`config.mk`:
```
export PLATFORM = sky130hd
export DESIGN_NAME = ysyx_25040111_arbiter
export DESIGN_NICKNAME = d
export VERILOG_FILES = /design/src/rtl/ysyx_25040111_arbiter_pkg.sv /design/src/rtl/ysyx_25040111_arbiter.sv
export SDC_FILE = /design/constraint.sdc
export NUM_CORES = 1
export LEC_CHECK = 0
export BUFFER_PORTS_ARGS = -buffer_cell sky130_fd_sc_hd__buf_4
export CELL_PAD_IN_SITES_DETAIL_PLACEMENT = 1
export CELL_PAD_IN_SITES_GLOBAL_PLACEMENT = 1
export CORE_AREA = 5 5 182 184
export DETAILED_ROUTE_END_ITERATION = 16
export DIE_AREA = 0 0 187 189
export GPL_TIMING_DRIVEN = 0
export PLACE_DENSITY_LB_ADDON = 0.1
export REMOVE_ABC_BUFFERS = 1
export SYNTH_ARGS = -nofsm -noshare
export SYNTH_HDL_FRONTEND = slang
export SYNTH_SLANG_ARGS = --single-unit
```
`constraint.sdc`:
```
create_clock -name clk -period 1.6 [get_ports clk]
set_input_delay 0.16 -clock clk [delete_from_list [all_inputs] [get_ports clk]]
set_output_delay 0.16 -clock clk [all_outputs]
set_load 0.02 [all_outputs]
```
`src/rtl/ysyx_25040111_arbiter_pkg.sv`:
```
// Shared constants for the IFU/LSU AXI4 bus arbiter: owner-state encodings
// (also used by debug/difftest code) and fixed AXI field widths.
package ysyx_25040111_arbiter_pkg;

  localparam logic [1:0] ARB_IDLE   = 2'd0;
  localparam logic [1:0] ARB_IFU_RD = 2'd1;
  localparam logic [1:0] ARB_LSU_RD = 2'd2;
  localparam logic [1:0] ARB_LSU_WR = 2'd3;

  localparam int ID_W    = 4;
  localparam int LEN_W   = 8;
  localparam int SIZE_W  = 3;
  localparam int BURST_W = 2;
  localparam int RESP_W  = 2;

endpackage

```
`src/rtl/ysyx_25040111_arbiter.sv`:
```
// AXI4 master-side arbiter: grants io_master to the IFU or the LSU, one whole
// transaction at a time, with a registered owner FSM and combinational channel muxing.
module ysyx_25040111_arbiter
  import ysyx_25040111_arbiter_pkg::*;
#(
  parameter int ADDR_W = 32,
  parameter int DATA_W = 32
) (
  input  logic                 clk,
  input  logic                 rst_n,
  // IFU read channels
  input  logic                 ifu_arvalid,
  input  logic [ADDR_W-1:0]    ifu_araddr,
  input  logic [ID_W-1:0]      ifu_arid,
  input  logic [LEN_W-1:0]     ifu_arlen,
  input  logic [SIZE_W-1:0]    ifu_arsize,
  input  logic [BURST_W-1:0]   ifu_arburst,
  output logic                 ifu_arready,
  output logic                 ifu_rvalid,
  output logic [RESP_W-1:0]    ifu_rresp,
  output logic [DATA_W-1:0]    ifu_rdata,
  output logic                 ifu_rlast,
  output logic [ID_W-1:0]      ifu_rid,
  input  logic                 ifu_rready,
  // LSU read channels
  input  logic                 lsu_arvalid,
  input  logic [ADDR_W-1:0]    lsu_araddr,
  input  logic [ID_W-1:0]      lsu_arid,
  input  logic [LEN_W-1:0]     lsu_arlen,
  input  logic [SIZE_W-1:0]    lsu_arsize,
  input  logic [BURST_W-1:0]   lsu_arburst,
  output logic                 lsu_arready,
  output logic                 lsu_rvalid,
  output logic [RESP_W-1:0]    lsu_rresp,
  output logic [DATA_W-1:0]    lsu_rdata,
  output logic                 lsu_rlast,
  output logic [ID_W-1:0]      lsu_rid,
  input  logic                 lsu_rready,
  // LSU write channels
  input  logic                 lsu_awvalid,
  input  logic [ADDR_W-1:0]    lsu_awaddr,
  input  logic [ID_W-1:0]      lsu_awid,
  input  logic [LEN_W-1:0]     lsu_awlen,
  input  logic [SIZE_W-1:0]    lsu_awsize,
  input  logic [BURST_W-1:0]   lsu_awburst,
  output logic                 lsu_awready,
  input  logic                 lsu_wvalid,
  input  logic [DATA_W-1:0]    lsu_wdata,
  input  logic [DATA_W/8-1:0]  lsu_wstrb,
  input  logic                 lsu_wlast,
  output logic                 lsu_wready,
  output logic                 lsu_bvalid,
  output logic [RESP_W-1:0]    lsu_bresp,
  output logic [ID_W-1:0]      lsu_bid,
  input  logic                 lsu_bready,
  // io_master AXI4 port
  input  logic                 io_master_awready,
  output logic                 io_master_awvalid,
  output logic [ADDR_W-1:0]    io_master_awaddr,
  output logic [ID_W-1:0]      io_master_awid,
  output logic [LEN_W-1:0]     io_master_awlen,
  output logic [SIZE_W-1:0]    io_master_awsize,
  output logic [BURST_W-1:0]   io_master_awburst,
  input  logic                 io_master_wready,
  output logic                 io_master_wvalid,
  output logic [DATA_W-1:0]    io_master_wdata,
  output logic [DATA_W/8-1:0]  io_master_wstrb,
  output logic                 io_master_wlast,
  output logic                 io_master_bready,
  input  logic                 io_master_bvalid,
  input  logic [RESP_W-1:0]    io_master_bresp,
  input  logic [ID_W-1:0]      io_master_bid,
  input  logic                 io_master_arready,
  output logic                 io_master_arvalid,
  output logic [ADDR_W-1:0]    io_master_araddr,
  output logic [ID_W-1:0]      io_master_arid,
  output logic [LEN_W-1:0]     io_master_arlen,
  output logic [SIZE_W-1:0]    io_master_arsize,
  output logic [BURST_W-1:0]   io_master_arburst,
  output logic                 io_master_rready,
  input  logic                 io_master_rvalid,
  input  logic [RESP_W-1:0]    io_master_rresp,
  input  logic [DATA_W-1:0]    io_master_rdata,
  input  logic                 io_master_rlast,
  input  logic [ID_W-1:0]      io_master_rid
);

  logic [1:0] state;
  logic [1:0] state_nxt;

  // Priority LSU write > LSU read > IFU read; grant held until the last R beat or the B handshake.
  always_comb begin
    state_nxt = state;
    case (state)
      ARB_IDLE: begin
        if (lsu_awvalid)      state_nxt = ARB_LSU_WR;
        else if (lsu_arvalid) state_nxt = ARB_LSU_RD;
        else if (ifu_arvalid) state_nxt = ARB_IFU_RD;
      end
      ARB_IFU_RD, ARB_LSU_RD: begin
        if (io_master_rvalid && io_master_rready && io_master_rlast) state_nxt = ARB_IDLE;
      end
      ARB_LSU_WR: begin
        if (io_master_bvalid && io_master_bready) state_nxt = ARB_IDLE;
      end
      default: state_nxt = ARB_IDLE;
    endcase
  end

  always_ff @(posedge clk or negedge rst_n) begin
    if (!rst_n) state <= ARB_IDLE;
    else        state <= state_nxt;
  end

  // Unowned channels drive zero so the bus never carries X.
  always_comb begin
    ifu_arready       = 1'b0;
    ifu_rvalid        = 1'b0;
    ifu_rresp         = '0;
    ifu_rdata         = '0;
    ifu_rlast         = 1'b0;
    ifu_rid           = '0;
    lsu_arready       = 1'b0;
    lsu_rvalid        = 1'b0;
    lsu_rresp         = '0;
    lsu_rdata         = '0;
    lsu_rlast         = 1'b0;
    lsu_rid           = '0;
    lsu_awready       = 1'b0;
    lsu_wready        = 1'b0;
    lsu_bvalid        = 1'b0;
    lsu_bresp         = '0;
    lsu_bid           = '0;
    io_master_awvalid = 1'b0;
    io_master_awaddr  = '0;
    io_master_awid    = '0;
    io_master_awlen   = '0;
    io_master_awsize  = '0;
    io_master_awburst = '0;
    io_master_wvalid  = 1'b0;
    io_master_wdata   = '0;
    io_master_wstrb   = '0;
    io_master_wlast   = 1'b0;
    io_master_bready  = 1'b0;
    io_master_arvalid = 1'b0;
    io_master_araddr  = '0;
    io_master_arid    = '0;
    io_master_arlen   = '0;
    io_master_arsize  = '0;
    io_master_arburst = '0;
    io_master_rready  = 1'b0;
    case (state)
      ARB_IFU_RD: begin
        io_master_arvalid = ifu_arvalid;
        io_master_araddr  = ifu_araddr;
        io_master_arid    = ifu_arid;
        io_master_arlen   = ifu_arlen;
        io_master_arsize  = ifu_arsize;
        io_master_arburst = ifu_arburst;
        ifu_arready       = io_master_arready;
        ifu_rvalid        = io_master_rvalid;
        ifu_rresp         = io_master_rresp;
        ifu_rdata         = io_master_rdata;
        ifu_rlast         = io_master_rlast;
        ifu_rid           = io_master_rid;
        io_master_rready  = ifu_rready;
      end
      ARB_LSU_RD: begin
        io_master_arvalid = lsu_arvalid;
        io_master_araddr  = lsu_araddr;
        io_master_arid    = lsu_arid;
        io_master_arlen   = lsu_arlen;
        io_master_arsize  = lsu_arsize;
        io_master_arburst = lsu_arburst;
        lsu_arready       = io_master_arready;
        lsu_rvalid        = io_master_rvalid;
        lsu_rresp         = io_master_rresp;
        lsu_rdata         = io_master_rdata;
        lsu_rlast         = io_master_rlast;
        lsu_rid           = io_master_rid;
        io_master_rready  = lsu_rready;
      end
      ARB_LSU_WR: begin
        io_master_awvalid = lsu_awvalid;
        io_master_awaddr  = lsu_awaddr;
        io_master_awid    = lsu_awid;
        io_master_awlen   = lsu_awlen;
        io_master_awsize  = lsu_awsize;
        io_master_awburst = lsu_awburst;
        lsu_awready       = io_master_awready;
        io_master_wvalid  = lsu_wvalid;
        io_master_wdata   = lsu_wdata;
        io_master_wstrb   = lsu_wstrb;
        io_master_wlast   = lsu_wlast;
        lsu_wready        = io_master_wready;
        lsu_bvalid        = io_master_bvalid;
        lsu_bresp         = io_master_bresp;
        lsu_bid           = io_master_bid;
        io_master_bready  = lsu_bready;
      end
      default: ;
    endcase
  end

endmodule

```
==> results.yml <==
detailed_routing:
  firstDrtPassIters: 4
  ant_nets: 0
  vias: 4476
  wire_per_inst_um: 23.03
  drcViolationCount: 0
  via_per_inst: 3.587
  finalWirelength_mm: 28.74
  first_iter_violations: 118
grt:
  grt_pass1_vias: 4874
  grt_pass1_wl_mm: 36.98
  antenna_found_initial: 1
  global_route.overflow_total: 0
  track_usage: 0.1405
  grt_max_degree: 26
cts:
  clkTransAtPathRegs_ps: 30
  clock_path_buffers: 2
  cts_tree: "yes"
  clock_sinks: 2
  ctsHtreeMaxLevel: 1
  clk-insertion-delay-late_ps: 220
  cts_root_buffer: "clkbuf_16"
  cts_inserted_buffers: 3
job:
  maxCapViolCount: 0
finish:
  fill_cells: 3710
  fin_util: 0.2682
  final_common_cell: "buf_4"
  most-common-layout-cells: "buf_4, buf_6, and2_4"
  design_area_mm2: 0.008376
  drive_gt1_frac: 0.8175
  top_register: "state"
  area_growth_syn_to_layout_pct: 275.6
  largest_reg_flops: 2
  fin_nets: 1094
  top_regs: "state x2"
placement:
  place_hpwl_mm: 20.07
  gp_congestion: 0.7424
  portBuffers: 473
  place_area_mm2: 0.006230
  post-place-ws_ps: -632.1
critical_path:
  cp.arrival_ps: 1680
  cp-endpoint: "io_master_arburst[1]"
  reg2reg_depth: 6
  crit_required_ps: 1440
  endpoint_kind: "primary output"
  r2r-start: "state[0]"
  start_kind: "register"
  crit_fanout: 5
  r2r_setup_slack_ps: -180
  r2r-end: "state[1]"
  crit_type: "reg2out"
  crit_start: "state[1]"
timing:
  slew_headroom: 0.7333
  finalMaxSlewViolations: 0
  max_freq_mhz: 542.6
  timing.hold.ws_ps: 295.0
  rsz0062_at_grt: "true"
  worst_slack_ps: -242.8
  worst_pin_slew_ps: 394.6
  clock_skew_ps: 0.7028
  setup_viol: 231
  timing.final.hold_violations: 0
  fin_crit_sh: 1.152
  period_needed_ps: 1843
yosys:
  ys_ff_latch: 2
  synth_flop_cell: "dfrtp_1"
  ys_async_sr_fraction: 1.000
  synth_edf_count: 0
  synth_cell_types: 19
  syn_area_per_cell_um2: 6.500
  yosysWarnings: 0
  yosysSeqAreaShare: 0.02245
  netlist_area_mm2: 0.002230
  syn_inst: 343
run_status:
  violations: "setup timing"
  status: "complete, but fails checks"
die:
  design.core.area_mm2: 0.03123
  die-area_mm2: 0.03534
  die_h_um: 189
  initial_core_util: 0.07139
  io_pins: 474
  dieWidth_um: 187
  rows: 65
min_path:
  worstHoldPathType: "in2async"
power_and_ir_drop:
  ir_drop_mv: 0.3825
  p_total_mw: 11.31
  power-per-cell-area_mw_per_mm2: 1350
  p_leak_nw: 4.067
[through the flow]
stage,TNS [ps],instances
floorplan,-165850,307
global placement,-518850,1182
detailed placement,-56940,1185
CTS,-38830,1230
global route,-50480,1247
finish,-37310,1248
[logic make-up after synthesis]
group,Yosys count,synth area share
compound gates,61,0.2088
simple gates,235,0.6583
buf+inv,40,0.08249
flops,2,0.02245
fa+ha+maj,5,0.02806
[Yosys cell counts (2+ instances only)]
library cell	count	share of area
nor2b_1	51	0.14
o21ai_0	2	0.0045
ha_1	5	0.028
o211ai_1	4	0.013
buf_2	21	0.047
clkbuf_1	14	0.024
and2_1	180	0.51
dfrtp_1	2	0.022
a22oi_1	51	0.17
inv_1	4	0.0067
[how the worst min path moves through the flow]
stage	slack (ps)	end	from
global route	320	state[0]	rst_n
CTS	280	state[0]	rst_n
floorplan	-140	state[0]	rst_n
finish	290	state[1]	rst_n
global placement	-60	state[1]	rst_n
detailed placement	-50	state[0]	rst_n
[routing by layer]
layer  GRT usage  up-vias  routed length [um]
met2      0.2819      141               15970
met5           0        -                   0
li1            -     2131                   -
met3     0.02821       10                1207
met1      0.1590     2194               11380
met4    0.008817        0                 181
[worst max-delay path, cell delays in order (launching register included)]
cell       delay (ps)
dfrtp_2           460
inv_4             100
ha_4              220
buf_8             160
clkbuf_16         160
a22oi_1            80
nor2b_1           120
buf_4             150
[timing repair]
| item | CTS | global route |
|---|---|---|
| pin swaps | 3 | 24 |
| setup endpoints to repair | 233 | 233 |
| cloned | 14 | 15 |
| setup buffers | 27 | 11 |
| gates resized for setup | 170 | 184 |
| hold buffers | 1 | 0 |
| endpoints found under the hold margin | 2 | 0 |
[layout make-up]
cell class / count / area [um2] / area share
sequential: 2 / 52.55 / 0.006274
inverter: 4 / 20.02 / 0.002390
timing repair buffer: 534 / 5276 / 0.6300
clock buffer: 3 / 75.07 / 0.008963
tap: 402 / 503.0 / 0.06005
multi-input combinational: 301 / 2444 / 0.2918
antenna: 2 / 5.005 / 0.0005976
[power by group]
part	internal, mW	total [mW]	switching, mW	leakage, nW
combinational	5.67	10.8	5.12	4.01
sequential	0.0793	0.134	0.0542	0.0229
clock	0.318	0.379	0.0606	0.0370
total	6.07	11.3	5.24	4.07
(Power assumes the default switching activity.)
